[config.mk]
export PLATFORM = sky130hd
export DESIGN_NAME = game_flow_fsm_flat
export DESIGN_NICKNAME = d
export VERILOG_FILES = /design/src/rtl/game_flow_pkg.sv /design/src/rtl/game_flow_fsm_if.sv /design/src/rtl/game_flow_fsm_key_event_detect.sv /design/src/rtl/game_flow_fsm.sv /design/src/flat_wrapper.sv
export SDC_FILE = /design/constraint.sdc
export NUM_CORES = 1
export LEC_CHECK = 0
export CORE_MARGIN = 10
export CORE_UTILIZATION = 48
export CTS_CLUSTER_DIAMETER = 100
export DETAILED_ROUTE_END_ITERATION = 8
export GPL_TIMING_DRIVEN = 0
export MAX_ROUTING_LAYER = met4
export PLACE_DENSITY = 0.89
export SKIP_CTS_REPAIR_TIMING = 1
export SKIP_LAST_GASP = 1
export SYNTH_ARGS = -nofsm -noshare
export SYNTH_HDL_FRONTEND = slang
export SYNTH_SLANG_ARGS = --single-unit
[constraint.sdc]
create_clock -name clk -period 1.95 [get_ports clk]
set_input_delay 0.4875 -clock clk [delete_from_list [all_inputs] [get_ports clk]]
set_output_delay 0.4875 -clock clk [all_outputs]
set_load 0.02 [all_outputs]
[src/rtl/game_flow_pkg.sv]
// Shared types for the game flow controller: FSM state encodings, keyboard
// codes, end-cause codes and the Moore output decode used by the top.
package game_flow_pkg;

  typedef enum logic [3:0] {
    ST_START       = 4'd0,
    ST_PREPARE_MAP = 4'd1,
    ST_IDLE        = 4'd2,
    ST_JUMP_L      = 4'd3,
    ST_JUMP_R      = 4'd4,
    ST_FLY         = 4'd5,
    ST_FALL        = 4'd6,
    ST_RESPAWN     = 4'd7,
    ST_PAUSE       = 4'd8,
    ST_LEVEL_UP    = 4'd9,
    ST_END         = 4'd10
  } state_e;

  typedef enum logic [1:0] {
    KEY_NONE  = 2'b00,
    KEY_LEFT  = 2'b01,
    KEY_RIGHT = 2'b10,
    KEY_SPACE = 2'b11
  } key_e;

  typedef enum logic [1:0] {
    END_NONE  = 2'b00,
    END_TIME  = 2'b01,
    END_LIVES = 2'b10,
    END_WIN   = 2'b11
  } end_code_e;

  typedef struct packed {
    logic start_screen;
    logic game_layer;
    logic end_screen;
    logic jump_left;
    logic jump_right;
    logic timer_start;
    logic timer_pause;
  } moore_t;

  // Unused encodings draw the start screen so they look exactly like START
  // for the single cycle before the FSM falls back to it.
  function automatic moore_t decode_state(state_e st);
    moore_t m;
    m = '0;
    case (st)
      ST_START, ST_PREPARE_MAP: m.start_screen = 1'b1;
      ST_IDLE, ST_FLY, ST_FALL, ST_LEVEL_UP: m.game_layer = 1'b1;
      ST_JUMP_L: begin
        m.game_layer = 1'b1;
        m.jump_left  = 1'b1;
      end
      ST_JUMP_R: begin
        m.game_layer = 1'b1;
        m.jump_right = 1'b1;
      end
      ST_RESPAWN: begin
        m.game_layer  = 1'b1;
        m.timer_start = 1'b1;
      end
      ST_PAUSE: begin
        m.game_layer  = 1'b1;
        m.timer_pause = 1'b1;
      end
      ST_END:  m.end_screen = 1'b1;
      default: m.start_screen = 1'b1;
    endcase
    return m;
  endfunction

endpackage

[src/rtl/game_flow_fsm_if.sv]
// Signal bundle between the game flow controller and its neighbours
// (keyboard decoder, map generator, timer, character and drawing blocks).
interface game_flow_fsm_if #(
  parameter int LIFE_W = 2,
  parameter int LVL_W  = 2
);
  logic [1:0]        key;
  logic              map_ready;
  logic              jump_fail;
  logic              time_elapsed;
  logic              character_landed;
  logic              level_done;

  logic              start_screen_en;
  logic              blocks_en;
  logic              time_bar_en;
  logic              character_en;
  logic              points_en;
  logic              end_screen_en;
  logic              bg_color_select;
  logic              jump_left;
  logic              jump_right;
  logic              timer_start;
  logic              timer_pause;
  logic [1:0]        end_code;
  logic [LVL_W-1:0]  level;
  logic [LIFE_W-1:0] lives;

  modport master (
    output key, map_ready, jump_fail, time_elapsed, character_landed, level_done,
    input  start_screen_en, blocks_en, time_bar_en, character_en, points_en,
           end_screen_en, bg_color_select, jump_left, jump_right, timer_start,
           timer_pause, end_code, level, lives
  );

  modport slave (
    input  key, map_ready, jump_fail, time_elapsed, character_landed, level_done,
    output start_screen_en, blocks_en, time_bar_en, character_en, points_en,
           end_screen_en, bg_color_select, jump_left, jump_right, timer_start,
           timer_pause, end_code, level, lives
  );
endinterface

[src/rtl/game_flow_fsm_key_event_detect.sv]
// Turns the level-coded keyboard bus into single-cycle key events: a key
// counts once when it appears or changes, never while it is held.
module key_event_detect
  import game_flow_pkg::*;
(
  input  logic       clk,
  input  logic       rst,
  input  logic [1:0] key_i,
  output logic       key_ev_o,
  output key_e       key_code_o
);

  logic [1:0] key_prev_q;

  // Resetting to spacebar means a space held through reset is not an event.
  // NOTE: clocked state is assigned with <= so every flop samples the
  // pre-edge values, independent of process ordering in simulation.
  always_ff @(posedge clk or posedge rst) begin
    if (rst) key_prev_q <= KEY_SPACE;
    else     key_prev_q <= key_i;
  end

  assign key_ev_o   = (key_i != KEY_NONE) && (key_i != key_prev_q);
  assign key_code_o = key_e'(key_i);

endmodule

[src/rtl/game_flow_fsm.sv]
// Game flow controller: start screen, map preparation, play with jumps and
// falls, pause, level progression, a finite life count and end screens.
module game_flow_fsm
  import game_flow_pkg::*;
#(
  parameter int LIVES  = 3,
  parameter int LEVELS = 4,
  parameter int LIFE_W = 2,
  parameter int LVL_W  = 2
) (
  input  logic             clk,
  input  logic             rst,
  game_flow_fsm_if.slave   bus
);

  state_e            state_q, state_d;
  logic [LVL_W-1:0]  level_q, level_d;
  logic [LIFE_W-1:0] lives_q, lives_d;
  end_code_e         end_code_q, end_code_d;

  logic   key_ev;
  key_e   key_code;
  logic   space_ev, left_ev, right_ev;
  logic   map_start;
  moore_t moore;

  key_event_detect u_key_event_detect (
    .clk       (clk),
    .rst       (rst),
    .key_i     (bus.key),
    .key_ev_o  (key_ev),
    .key_code_o(key_code)
  );

  assign space_ev = key_ev && (key_code == KEY_SPACE);
  assign left_ev  = key_ev && (key_code == KEY_LEFT);
  assign right_ev = key_ev && (key_code == KEY_RIGHT);

  always_ff @(posedge clk or posedge rst) begin
    if (rst) begin
      state_q    <= ST_START;
      level_q    <= '0;
      lives_q    <= LIFE_W'(LIVES);
      end_code_q <= END_NONE;
    end else begin
      state_q    <= state_d;
      level_q    <= level_d;
      lives_q    <= lives_d;
      end_code_q <= end_code_d;
    end
  end

  // NOTE: every signal written here gets a default first, so no path through
  // the case can leave one unassigned and infer a latch.
  always_comb begin
    state_d    = state_q;
    level_d    = level_q;
    lives_d    = lives_q;
    end_code_d = end_code_q;
    map_start  = 1'b0;

    case (state_q)
      ST_START: begin
        if (space_ev) begin
          state_d    = ST_PREPARE_MAP;
          level_d    = '0;
          lives_d    = LIFE_W'(LIVES);
          end_code_d = END_NONE;
        end
      end

      ST_PREPARE_MAP: begin
        if (bus.map_ready) begin
          state_d   = ST_IDLE;
          map_start = 1'b1;
        end
      end

      ST_IDLE: begin
        if (bus.jump_fail) begin
          state_d = ST_FALL;
        end else if (bus.time_elapsed) begin
          state_d    = ST_END;
          end_code_d = END_TIME;
        end else if (bus.level_done) begin
          state_d = ST_LEVEL_UP;
        end else if (space_ev) begin
          state_d = ST_PAUSE;
        end else if (left_ev) begin
          state_d = ST_JUMP_L;
        end else if (right_ev) begin
          state_d = ST_JUMP_R;
        end
      end

      ST_JUMP_L, ST_JUMP_R: state_d = ST_FLY;

      // A timeout seen mid-flight is picked up once the character is back in IDLE.
      ST_FLY: begin
        if (bus.character_landed) state_d = ST_IDLE;
      end

      ST_FALL: begin
        if (bus.character_landed) begin
          if (lives_q > LIFE_W'(1)) begin
            lives_d = lives_q - LIFE_W'(1);
            state_d = ST_RESPAWN;
          end else begin
            lives_d    = '0;
            end_code_d = END_LIVES;
            state_d    = ST_END;
          end
        end
      end

      ST_RESPAWN: state_d = ST_IDLE;

      ST_PAUSE: begin
        if (space_ev) state_d = ST_IDLE;
      end

      ST_LEVEL_UP: begin
        if (level_q == LVL_W'(LEVELS - 1)) begin
          end_code_d = END_WIN;
          state_d    = ST_END;
        end else begin
          level_d = level_q + LVL_W'(1);
          state_d = ST_PREPARE_MAP;
        end
      end

      ST_END: begin
        if (space_ev) state_d = ST_START;
      end

      default: state_d = ST_START;
    endcase
  end

  // Pulses decode from the state register, so reset clears them immediately.
  assign moore = decode_state(state_q);

  assign bus.start_screen_en = moore.start_screen;
  assign bus.blocks_en       = moore.game_layer;
  assign bus.time_bar_en     = moore.game_layer;
  assign bus.character_en    = moore.game_layer;
  assign bus.points_en       = moore.game_layer;
  assign bus.bg_color_select = moore.game_layer;
  assign bus.end_screen_en   = moore.end_screen;
  assign bus.jump_left       = moore.jump_left;
  assign bus.jump_right      = moore.jump_right;
  assign bus.timer_pause     = moore.timer_pause;
  assign bus.timer_start     = moore.timer_start | map_start;
  assign bus.end_code        = end_code_q;
  assign bus.level           = level_q;
  assign bus.lives           = lives_q;

endmodule
[src/flat_wrapper.sv]
// flat-port wrapper written by rule: the top's interface ports become plain ports
module game_flow_fsm_flat import game_flow_pkg::*;
#(
  parameter int LIVES  = 3,
  parameter int LEVELS = 4,
  parameter int LIFE_W = 2,
  parameter int LVL_W  = 2
)
  (clk, rst, bus_key, bus_map_ready, bus_jump_fail, bus_time_elapsed, bus_character_landed, bus_level_done, bus_start_screen_en, bus_blocks_en, bus_time_bar_en, bus_character_en, bus_points_en, bus_end_screen_en, bus_bg_color_select, bus_jump_left, bus_jump_right, bus_timer_start, bus_timer_pause, bus_end_code, bus_level, bus_lives);
  game_flow_fsm_if #(.LIFE_W(LIFE_W), .LVL_W(LVL_W)) bus_i ();
  input  logic clk;
  input  logic rst;
  input wire logic [$bits(bus_i.key)-1:0] bus_key;
  input wire logic [$bits(bus_i.map_ready)-1:0] bus_map_ready;
  input wire logic [$bits(bus_i.jump_fail)-1:0] bus_jump_fail;
  input wire logic [$bits(bus_i.time_elapsed)-1:0] bus_time_elapsed;
  input wire logic [$bits(bus_i.character_landed)-1:0] bus_character_landed;
  input wire logic [$bits(bus_i.level_done)-1:0] bus_level_done;
  output wire logic [$bits(bus_i.start_screen_en)-1:0] bus_start_screen_en;
  output wire logic [$bits(bus_i.blocks_en)-1:0] bus_blocks_en;
  output wire logic [$bits(bus_i.time_bar_en)-1:0] bus_time_bar_en;
  output wire logic [$bits(bus_i.character_en)-1:0] bus_character_en;
  output wire logic [$bits(bus_i.points_en)-1:0] bus_points_en;
  output wire logic [$bits(bus_i.end_screen_en)-1:0] bus_end_screen_en;
  output wire logic [$bits(bus_i.bg_color_select)-1:0] bus_bg_color_select;
  output wire logic [$bits(bus_i.jump_left)-1:0] bus_jump_left;
  output wire logic [$bits(bus_i.jump_right)-1:0] bus_jump_right;
  output wire logic [$bits(bus_i.timer_start)-1:0] bus_timer_start;
  output wire logic [$bits(bus_i.timer_pause)-1:0] bus_timer_pause;
  output wire logic [$bits(bus_i.end_code)-1:0] bus_end_code;
  output wire logic [$bits(bus_i.level)-1:0] bus_level;
  output wire logic [$bits(bus_i.lives)-1:0] bus_lives;
  assign bus_i.key = bus_key;
  assign bus_i.map_ready = bus_map_ready;
  assign bus_i.jump_fail = bus_jump_fail;
  assign bus_i.time_elapsed = bus_time_elapsed;
  assign bus_i.character_landed = bus_character_landed;
  assign bus_i.level_done = bus_level_done;
  assign bus_start_screen_en = bus_i.start_screen_en;
  assign bus_blocks_en = bus_i.blocks_en;
  assign bus_time_bar_en = bus_i.time_bar_en;
  assign bus_character_en = bus_i.character_en;
  assign bus_points_en = bus_i.points_en;
  assign bus_end_screen_en = bus_i.end_screen_en;
  assign bus_bg_color_select = bus_i.bg_color_select;
  assign bus_jump_left = bus_i.jump_left;
  assign bus_jump_right = bus_i.jump_right;
  assign bus_timer_start = bus_i.timer_start;
  assign bus_timer_pause = bus_i.timer_pause;
  assign bus_end_code = bus_i.end_code;
  assign bus_level = bus_i.level;
  assign bus_lives = bus_i.lives;
  game_flow_fsm #(.LIVES(LIVES), .LEVELS(LEVELS), .LIFE_W(LIFE_W), .LVL_W(LVL_W)) u_core (.clk(clk), .rst(rst), .bus(bus_i));
endmodule
; ---- Word-level counts from Yosys, hierarchy flattened
; Cells that the tools add are included.
[classes]
n_reduce_logical = 16
order_cmp = 1
muxes = 37
bitwise = 1
add_sub_neg = 2
eq_ne = 27
[ops]
columns = op, count
row1 = $mux 4, 14
row2 = $pmux 4 s10, 1
row3 = $mux 2, 10
row4 = $eq 4x3->1 const B, 4
row5 = $ne 2x2->1 const B, 7
row6 = $reduce_and 7->1, 2
row7 = $eq 4x4->1 const B, 3
row8 = $mux 1, 9
row9 = $reduce_or 9->1, 1
row10 = $eq 4x2->1 const B, 2
row11 = $ne 2x1->1 const B, 4
row12 = $pmux 2 s2, 2
row13 = $pmux 2 s4, 1
row14 = $reduce_or 8->1, 1
row15 = $ne 7x4->1 const B, 1
row16 = $eq 2x2->1 const B, 3
row17 = $reduce_and 3->1, 2
row18 = $reduce_bool 2->1, 3
row19 = $eq 4x1->1 const B, 1
row20 = $logic_and 1x1->1, 4
row21 = $logic_not 4->1, 1
row22 = $reduce_bool 4->1, 1
row23 = $add 2x1->2 const B, 1
row24 = $eq 2x1->1 const B, 1
row25 = 5 further kinds, 5
[word_totals]
inputBits = 9
elab_cells = 89
out_inout_bits = 17
ff_bits = 12

; ---- Logic depth before layout (Yosys ltp)
; Gate-level depths: netlist of the first run.
[logic_depth]
depth_word = 10
depth_mapped = 7
depth_no_buf = 6

; ---- By module
; Synthesis of the first run repeated with hierarchy kept, for this count alone.
[hier_totals]
hier_cells = 123
area_unflattened_um2 = 1037.2
[modules_own_cells]
columns = mod, area_per_inst_um2, cells_each, instances, seq_area_each_um2
row1 = game_flow_fsm, 939.7, 113, 1, 252.7
row2 = key_event_detect, 97.6, 10, 1, 52.6

; ---- Least setup slack after synthesis of the first run
; No wires, ideal clock.
[synth_path]
path_type = register -> output
start = register u_core.state_q[1]
end = output port bus_blocks_en
stages_incl_launch_ff = 6
arrival_time_ns = 1.601
t_required_ns = 1.462
slack_ns = -0.138
path_buffers = 3
cell_sequence = dfrtp_1 > buf_6 > clkbuf_1 > nor2_1 > xnor2_1 > buf_4
[synth_via]
elab_chain_cells = 3
elab_cells_between_ends = 10
cone_classes = 8 x eq/ne / 1 x mux / 1 x reduce/logical
[synth_rtl]
columns = element, line
row1 = start: declaration, game_flow_fsm.sv:16  ; state_e state_q, state_d;
row2 = start signal: assignment, game_flow_fsm.sv:46  ; state_q <= state_d;
row3 = "$eq 4x2->1, or another cell as far along", game_flow_pkg.sv:48  ; case (st)
row4 = $reduce_or 8->1 (no source line) *, -
row5 = $mux 1 *, game_flow_pkg.sv:48
row6 = end: declaration, flat_wrapper.sv:20  ; output wire logic [$bits(bus_i.blocks_en)-1:0] bus_blocks_en;
; Every way passes the cells marked *; elsewhere a longest branch is shown, timed or not.

; ---- Worst setup path after layout of the first run
[layout_path]
start = register u_core.state_q[1]
end = output port bus_character_en
[layout_via]
elab_chain_cells = 3
elab_cells_between_ends = 10
cone_classes = 8 x eq/ne / 1 x mux / 1 x reduce/logical
[layout_rtl]
columns = element, line
row1 = "$eq 4x2->1, or another cell as far along", game_flow_pkg.sv:48
row2 = $reduce_or 8->1 (no source line) *, -
row3 = $mux 1 *, game_flow_pkg.sv:48
row4 = end: declaration, flat_wrapper.sv:22  ; output wire logic [$bits(bus_i.character_en)-1:0] bus_character_en;
; Marked as above.

==> run metrics, run 1 <==
Synth Flop Type=dfrtp_1; area share of the largest cell type after synthesis=a little under 20%; pin slew with the least headroom to its limit=464.9 ps; NumNets Final=168; Util after Layout=76.81%; register area share after synthesis=a little under 30%; setup ws final=-44.92 ps; Final Instance Area=1538 um^2; Post-Synth Simple-Gate Area=26.25%; Gate Count Post-Synth=121; DIE HEIGHT=66.32 um; Post-Synth Adder-Cell Area=1.215%; Max Slew Vio Count=0; dpl cell area=1321 um^2; Area growth, synth to finish=49.33%; mux share of post-synthesis cell area=under 10%; Num Clock Sinks=12; Netlist cell types=48; Worst path slowest cell=dfrtp_1; CTS max path bufs=2; Critical Path Max Stage Delay=~380 ps; CTS H-tree depth=1; Vias=1055; EDFF count, synth=0; global routing usage on met2=21.41%; most common cell in the synthesized netlist=nand2_1; count of state elements after synthesis=12; largest family of logic cells by synthesized area=simple AND/OR/NAND/NOR gates; relative slew slack=68.97%; CTS tree=built; Async SR Flop Fraction=100.0%; Vias/cell=5.734; Worst-Skew Late Latency=280 ps; pin count of the biggest net entering global routing=13; WL final=just over 3000 um; post-route clock period utilization=102.3%; cts bufs inserted=3; Synth Warn #=0; # DRC=0; Worst VDD drop=~1200 uV; Syn Nets=131; violated checks=negative setup slack; worst-path cell chain=buf_6 -> buf_8 -> nor2_4 -> xnor2_4 -> buf_6 -> buf_6; gr usage total=between 10% and 20%; initial antenna violation count=0; port buffer count=25; power density cells=1783 nW/um^2; clock root buffer=clkbuf_4; Final Setup Violations=10; share of layout cells above drive strength 1=approximately a third; gr busiest metal=met2; Finished Layout Cells=184; fmax=501.3 MHz; first-pass GRT wire length=4650 um; Commonest cells post-synth=nand2_1 (13), dfrtp_1 (8), nor2_1 (8); Synth area leader=dfrtp_1; setup slack at placement=-482.4 ps; vias in the first global route=1046; most used cell, CP=buf_6; mapped cell area=1030 um^2; Crit Path Category=reg -> out; Worst Path Buf+Inv=4; Initial Util=between 50% and 60%; core area=2002 um^2; ranking of synthesized cells by area=dfrtp_1 (19%), dfstp_2 (10%), nand2_1 (4.7%); CP Capture Type=output pin; Worst Path Required=1460 ps; Rows=16; final hold violations=0; GRT met1 Usage=15.85%; total grt overflow=0; min cycle time layout=roughly 2000 ps; run status=complete, but fails checks; Wirelength per Cell=approximately 17 um; cell total after placement=roughly 170; Die Wd=66.32 um; Leakage=0.7267 nW; Antenna Cells=0; Reg clk slew, reported paths=70 ps; drt pass-1 iters=4; max_cap viols=0; area share of xor/xnor cells in the synthesized design=under 10%; I/O pins=26; post-route ant nets=0; routability cong.=slightly below 1; Setup Skew=0.8732 ps; Synth Area in Compound Gates=23.33%; Syn Area/Cell=between 8 and 9 um^2; Worst Path Arrival=around 1500 ps; 1st-iter DRT viols=58; full die area=4398 um^2; Largest delay share family, worst path=buffers and inverters; crit path max fanout=10; M3 GR Usage=approximately 2.7%; Worst setup SP type=register; Tightest Hold Check Type=in -> reg; unrepaired setup endpoints after global routing=yes; Final HPWL DP=2211 um
[stage by stage]
step	total power, mW	setup TNS (ps)	hold WS [ps]
2_1_floorplan	1.595	0	349.3
3_3_place_gp	2.114	-4192	482.3
3_5_place_dp	2.141	-4694	485.4
4_1_cts	2.353	-7353	508.1
5_1_grt	2.926	-925.7	445.2
6_report	2.742	-261.0	435.1
[flip-flops by register name, indices dropped and copies added (netlist names)]
| signal | cells |
|---|---|
| u_core.bus.end_code | 2 |
| u_core.bus.level | 2 |
| u_core.bus.lives | 2 |
| u_core.state_q | 4 |
| u_core.u_key_event_detect.key_prev_q | 2 |
[report_power, final]
part	total, mW	internal (mW)	switching, mW
clock	0.200	0.114	0.0862
combinational	2.11	1.08	1.03
sequential	0.433	0.356	0.0769
total	2.74	1.55	1.20
[final timing paths]
kind                                               startpoint                                           endpoint  slack, ps  cells after the start
max in group asynchronous                                 rst                      u_core.state_q[2]$_DFFE_PP0P_       1090                      2
min reg2reg                u_core.bus.end_code[0]$_DFFE_PP0P_                 u_core.bus.end_code[0]$_DFFE_PP0P_        520                      1
min in group asynchronous                                 rst                 u_core.bus.end_code[1]$_DFFE_PP0P_        520                      2
max reg2reg                     u_core.state_q[0]$_DFFE_PP0P_                      u_core.state_q[1]$_DFFE_PP0P_        -20                      7
min                                                bus_key[1]  u_core.u_key_event_detect.key_prev_q[1]$_DFF_PP1_        440                      1
max                             u_core.state_q[1]$_DFFE_PP0P_                                   bus_character_en        -40                      6
[area by class of cell]
type	instances	area (um^2)
Timing Repair Buffer	32	312.8
Inverter	7	26.28
Buffer	11	127.6
Clock buffer	4	36.28
Tap cell	27	33.78
Fill cell	144	464.2
Sequential cell	12	306.5
Multi-Input combinational cell	91	694.4
[kinds of logic (layout without fill, tap and decap cells)]
logic type / after synthesis / count (layout)
simple gates: 48 / 48
compound gates: 32 / 32
buf+inv: 18 / 54
flops: 12 / 12
mux: 6 / 6
xor+xnor: 4 / 4
fa+ha+maj: 1 / 1
[metal layers]
metal	routed length (um)	part of all wire (%)
met5	0	0
met4	63	2.0
met3	127	4.1
met2	1543	50
met1	1373	44
[cell usage in the layout (no fill, tap or decap), drive strengths merged, types with 2 or more instances in the layout]
| cell type | n |
|---|---|
| a31oi | 3 |
| nand2b | 8 |
| mux2i | 2 |
| nor2b | 3 |
| xor2 | 2 |
| o32ai | 2 |
| xnor2 | 2 |
| inv | 7 |
| o21ai | 8 |
| o22ai | 2 |
| a221oi | 2 |
| a21oi | 4 |
| dlymetal6s2s | 7 |
| dfrtp | 8 |
| clkbuf | 5 |
| nor2 | 8 |
| nand3 | 4 |
| a21o | 3 |
| mux2 | 4 |
| buf | 26 |
| dfstp | 4 |
| clkdlybuf4s50 | 9 |
| nand2 | 13 |
| nor3 | 4 |
Note: power is estimated with default switching activity, not from simulation.
==> inputs of run 2 (changes only) <==
--- a/config.mk
+++ b/config.mk
@@ -5,7 +5,7 @@
 export SDC_FILE = /design/constraint.sdc
 export NUM_CORES = 1
 export LEC_CHECK = 0
-export CORE_MARGIN = 10
+export CORE_MARGIN = 2
 export CORE_UTILIZATION = 48
 export CTS_CLUSTER_DIAMETER = 100
 export DETAILED_ROUTE_END_ITERATION = 8
==> run 2 against run 1 <==
Against the previous run:
- the flow still finishes with violations (negative setup slack)
- largest cell class unchanged
- largest power group unchanged
- clock power is essentially flat
- routed wire length shrank 5.6%
- worst setup slack lost 5.4 ps
- design area grew 0.49%
- die area shrank 42%
- critical path depth is the same
==> run metrics, run 2 (same netlist as run 1, synthesis figures left out) <==
run status=complete, but fails checks; violated checks=negative setup slack; Finished Layout Cells=187 (+1.6%); core area=2002 um^2 (unchanged); Die Wd=50.32 um (-24%); NumNets Final=171 (+1.8%); Max Slew Vio Count=0 (unchanged); drt pass-1 iters=4 (unchanged); fmax=499.9 MHz (-0.27%); WL final=2934 um (-5.6%); I/O pins=26 (unchanged); CTS tree=built; Tightest Hold Check Type=in -> reg; Worst VDD drop=1165 uV (-1.1%); full die area=2532 um^2 (-42%); first-pass GRT wire length=4181 um (-10%); DIE HEIGHT=50.32 um (-24%); cell total after placement=173 (unchanged); Final Setup Violations=7 (-3); crit path max fanout=5 (-5); power density cells=1819 nW/um^2 (+2.0%); final hold violations=0 (unchanged); CTS H-tree depth=1 (unchanged); post-route ant nets=0 (unchanged); share of layout cells above drive strength 1=36.88% (+2.5 points); Worst-Skew Late Latency=280 ps (about the same); pin count of the biggest net entering global routing=13 (unchanged); cts bufs inserted=3 (unchanged); unrepaired setup endpoints after global routing=yes; max_cap viols=0 (unchanged); Final HPWL DP=1883 um (-15%); port buffer count=25 (unchanged); min cycle time layout=2000 ps (+5.392 ps); Worst Path Arrival=1510 ps (about the same); Top reg by flops=u_core.state_q; relative slew slack=69.14% (+0.17 points); Crit Path Category=reg -> out; initial antenna violation count=0 (unchanged); total grt overflow=0 (unchanged); routability cong.=0.9950 (+3.0%); Num Clock Sinks=12 (unchanged); total power=2.811 mW (+2.5%); # DRC=0 (unchanged); commonest non-fill, non-tap cell in the layout=buf_6; Fillers=139 (-3.5%); gr usage total=21.63% (+8.0 points); Worst Path Required=1460 ps (about the same); Rows=16 (unchanged); post-route clock period utilization=102.6% (+0.28 points); most frequent cells in the layout=buf_6 (15), nand2_1 (13), buf_4 (11); Leakage=0.7156 nW (-1.5%); CTS max path bufs=2 (unchanged); vias in the first global route=948 (-9.4%); Wirelength per Cell=15.69 um (-7.1%); Setup Skew=4.375 ps (+3.502 ps); Worst setup SP type=register; setup ws final=-50.31 ps (-5.392 ps); pin slew with the least headroom to its limit=462.5 ps (-2.480 ps); Reg clk slew, reported paths=80 ps (about the same); Vias=1102 (+4.5%); clock root buffer=clkbuf_4; max reg flops=4 (unchanged); Initial Util=51.44% (unchanged); Area growth, synth to finish=50.06%; 1st-iter DRT viols=52 (-10%); Antenna Cells=0 (unchanged); CP Capture Type=output pin; Vias/cell=5.893 (+2.8%)
-- run 2: per-layer routing --
| metal | wire length (um) | GRT usage, % | vias to the layer above |
|---|---|---|---|
| met2 | 1534 | 34.65 | 68 |
| met4 | 32 | 7.658 | 0 |
| li1 | - | - | 508 |
| met1 | 1121 | 28.11 | 523 |
| met3 | 246 | 2.976 | 3 |
| met5 | 0 | - | - |
-- run 2: final cells by class --
class	count	area, um^2	share of cell area [%]
well taps	27	33.78	2.186
flip-flops and latches	12	306.5	19.84
clock buffers	4	36.28	2.348
repair buffers	35	321.6	20.81
inverters	7	28.78	1.862
plain buffers	11	127.6	8.259
multi-input cells	91	690.7	44.70
-- run 2: power breakdown --
| group | internal [mW] | total (mW) | switching [mW] |
|---|---|---|---|
| Clock | 0.114 | 0.200 | 0.0864 |
| Sequential | 0.356 | 0.439 | 0.0830 |
| Combinational | 1.12 | 2.17 | 1.05 |
| Total | 1.59 | 2.81 | 1.22 |
-- run 2: worst paths after layout --
check | start | to | slack, ps | depth (start not counted)
setup / recovery | u_core.state_q[1]$_DFFE_PP0P_ | bus_blocks_en | -50 | 6
hold / removal | bus_key[1] | u_core.u_key_event_detect.key_prev_q[1]$_DFF_PP1_ | 440 | 1
setup reg to reg | u_core.state_q[2]$_DFFE_PP0P_ | u_core.state_q[0]$_DFFE_PP0P_ | 10 | 6
hold reg to reg | u_core.bus.end_code[1]$_DFFE_PP0P_ | u_core.bus.end_code[1]$_DFFE_PP0P_ | 520 | 2
max in group asynchronous | rst | u_core.u_key_event_detect.key_prev_q[0]$_DFF_PP1_ | 1090 | 2
min in group asynchronous | rst | u_core.bus.end_code[1]$_DFFE_PP0P_ | 510 | 2
-- run 2: metrics by stage --
step	utilization [%]	area, um^2	setup WS, ps	setup TNS [ps]	hold WS [ps]
6_report	77.19	1545	-50.31	-247.2	435.4
3_3_place_gp	66.00	1321	-449.2	-4024	483.0
2_1_floorplan	-	1037	74.08	0	349.3
3_5_place_dp	66.00	1321	-509.3	-4613	510.7
4_1_cts	67.81	1358	-820.2	-7137	529.2
5_1_grt	77.19	1545	-129.2	-935.1	433.3
-- run 2: critical path: stages (launching register included) --
cell and delay (ps):
dfrtp_1 390, buf_6 140, buf_8 120, nor2_4 160, xnor2_4 180, buf_6 140
buf_6 100
==> inputs of run 3 (changes only) <==
--- a/config.mk
+++ b/config.mk
@@ -6,12 +6,13 @@
 export NUM_CORES = 1
 export LEC_CHECK = 0
 export CORE_MARGIN = 2
-export CORE_UTILIZATION = 48
+export CORE_UTILIZATION = 60
 export CTS_CLUSTER_DIAMETER = 100
 export DETAILED_ROUTE_END_ITERATION = 8
+export DONT_BUFFER_PORTS = 1
 export GPL_TIMING_DRIVEN = 0
 export MAX_ROUTING_LAYER = met4
-export PLACE_DENSITY = 0.89
+export PLACE_DENSITY = 0.87
 export SKIP_CTS_REPAIR_TIMING = 1
 export SKIP_LAST_GASP = 1
 export SYNTH_ARGS = -nofsm -noshare
==> run 3 against run 2 <==
Against the previous run:
- the run still ends with negative setup slack left
- first-iteration DRC count up 5.8%
- worst setup slack gained 12 ps
- routed wire length decreased by 10%
- combinational power is 22% lower
- clock skew fell by 3.6 ps
- register-to-register slack lost 20 ps
- final cell count is 22% lower
- critical path type unchanged
- critical endpoint unchanged
- largest power group unchanged
==> run metrics, run 3 (same netlist as run 1, synthesis figures left out) <==
Worst VDD drop=1224 uV (+5.0%); drt pass-1 iters=4 (unchanged); Final Instance Area=1267 um^2 (-18%); pin count of the biggest net entering global routing=13 (unchanged); min cycle time layout=1988 ps (-12.06 ps); global routing usage on met2=39.72% (+5.1 points); Worst setup SP type=register; dpl cell area=1057 um^2 (-20%); cts bufs inserted=3 (unchanged); Leakage=0.5301 nW (-26%); Area growth, synth to finish=23.09%; setup ws final=-38.25 ps (+12.06 ps); CTS tree=built; Final Setup Violations=6 (-1); most frequent cells in the layout=nand2_1 (12), buf_6 (8), buf_4 (7), nor2_1 (7); Vias=975 (-12%); routability cong.=0.9545 (-4.1%); Tightest Hold Check Type=in -> async; Fillers=97 (-30%); Crit Path Category=reg -> out; full die area=2063 um^2 (-18%); Seq. cell area=307.8 um^2 (+0.41%); DIE HEIGHT=45.43 um (-9.7%); I/O pins=26 (unchanged); gr usage total=25.68% (+4.1 points); CTS H-tree depth=1 (unchanged); fmax=503.0 MHz (+0.61%); NumNets Final=141 (-18%); run status=complete, but fails checks; CTS max path bufs=2 (unchanged); crit path max fanout=10 (+5); relative slew slack=68.70% (-0.43 points); Initial Util=66.05% (+15 points); Critical Path Max Stage Delay=390 ps (about the same); 1st-iter DRT viols=55 (+5.8%); violated checks=negative setup slack; CP Capture Type=output pin; max reg flops=4 (unchanged); WL final=2639 um (-10%); crit path from=u_core.state_q[1]$_DFFE_PP0P_; Reg clk slew, reported paths=80 ps (about the same); Worst Path Required=1460 ps (about the same); first-pass GRT wire length=3726 um (-11%); gr busiest metal=met2; post-route clock period utilization=102.0% (-0.62 points); initial antenna violation count=0 (unchanged); most used cell, CP=buf_6; max_cap viols=0 (unchanged); Vias/cell=6.678 (+13%); Top reg by flops=u_core.state_q; Num Clock Sinks=12 (unchanged); Setup Skew=0.7392 ps (-3.636 ps); Final HPWL DP=1782 um (-5.4%); commonest non-fill, non-tap cell in the layout=nand2_1; clock root buffer=clkbuf_4; Antenna Cells=0 (unchanged); core area=1559 um^2 (-22%); post-route ant nets=0 (unchanged); port buffer count=0 (-100%); Max Slew Vio Count=0 (unchanged); setup slack at placement=-170.1 ps (+339.2 ps); final hold violations=0 (unchanged); pin slew with the least headroom to its limit=468.9 ps (+6.475 ps); GRT met1 Usage=32.66% (+4.5 points); Worst Path Arrival=1500 ps (about the same); M3 GR Usage=6.349% (+3.4 points); Wirelength per Cell=18.08 um (+15%); Die Wd=45.43 um (-9.7%); worst-path cell chain=buf_6 -> buf_8 -> nor2_4 -> xnor2_4 -> buf_6; power density cells=1887 nW/um^2 (+3.7%); # DRC=0 (unchanged); vias in the first global route=855 (-9.8%); total grt overflow=0 (unchanged); share of layout cells above drive strength 1=36.92% (+0.048 points); Worst-Skew Late Latency=270 ps (about the same); worst r2r src=u_core.state_q[1]$_DFFE_PP0P_; Rows=14 (-2); area of the multi-input gates=719.4 um^2 (+4.2%); unrepaired setup endpoints after global routing=yes; Worst path slowest cell=dfrtp_1
[run 3: area by class of cell]
type                    count  share of cell area (%)
repair buffers              5                   2.961
well taps                  16                   1.579
flip-flops and latches     12                   24.28
inverters                   7                   2.073
clock buffers               4                   2.863
plain buffers              11                   9.477
multi-input cells          91                   56.76
[run 3: final timing paths]
check | end | slack, ps | cells past startpoint
max | bus_blocks_en | -40 | 5
min | u_core.bus.end_code[1]$_DFFE_PP0P_ | 110 | 1
max in group asynchronous | u_core.bus.lives[0]$_DFFE_PP1P_ | 1500 | 1
min reg2reg | u_core.bus.lives[1]$_DFFE_PP1P_ | 590 | 2
min in group clk | u_core.u_key_event_detect.key_prev_q[1]$_DFF_PP1_ | 210 | 0
max reg2reg | u_core.bus.end_code[0]$_DFFE_PP0P_ | -10 | 6
[run 3: critical path: cells and delay by family (launching register included)]
kind / cells / cell delay, ps
flip-flops: 1 / 390
XOR/XNOR: 1 / 210
AND/OR/NAND/NOR: 1 / 170
buffers and inverters: 3 / 460
[run 3: power breakdown]
group          leakage, nW  switching [mW]  internal [mW]
Combinational        0.366           0.910          0.781
Clock               0.0210          0.0854          0.113
Sequential           0.143           0.143          0.359
[run 3: per-layer routing]
layer	wire length, um	vias to the layer above	part of all wire (%)
met1	1092	467	41
met3	248	0	9.4
li1	-	451	-
met4	0	0	0
met5	0	-	0
met2	1297	57	49
[run 3: metrics by stage]
stage / hold slack (ps) / utilization [%] / power (mW) / setup TNS [ps] / cells
floorplan: 349.3 / - / 1.595 / 0 / 121
detailed placement: 411.2 / 67.82 / 1.787 / -738.9 / 137
global route: 137.3 / 81.30 / 2.531 / -548.5 / 146
CTS: 111.0 / 70.14 / 1.994 / -3202 / 141
global placement: 397.7 / 67.82 / 1.757 / -501.5 / 137
finish: 109.0 / 81.30 / 2.392 / -156.8 / 146
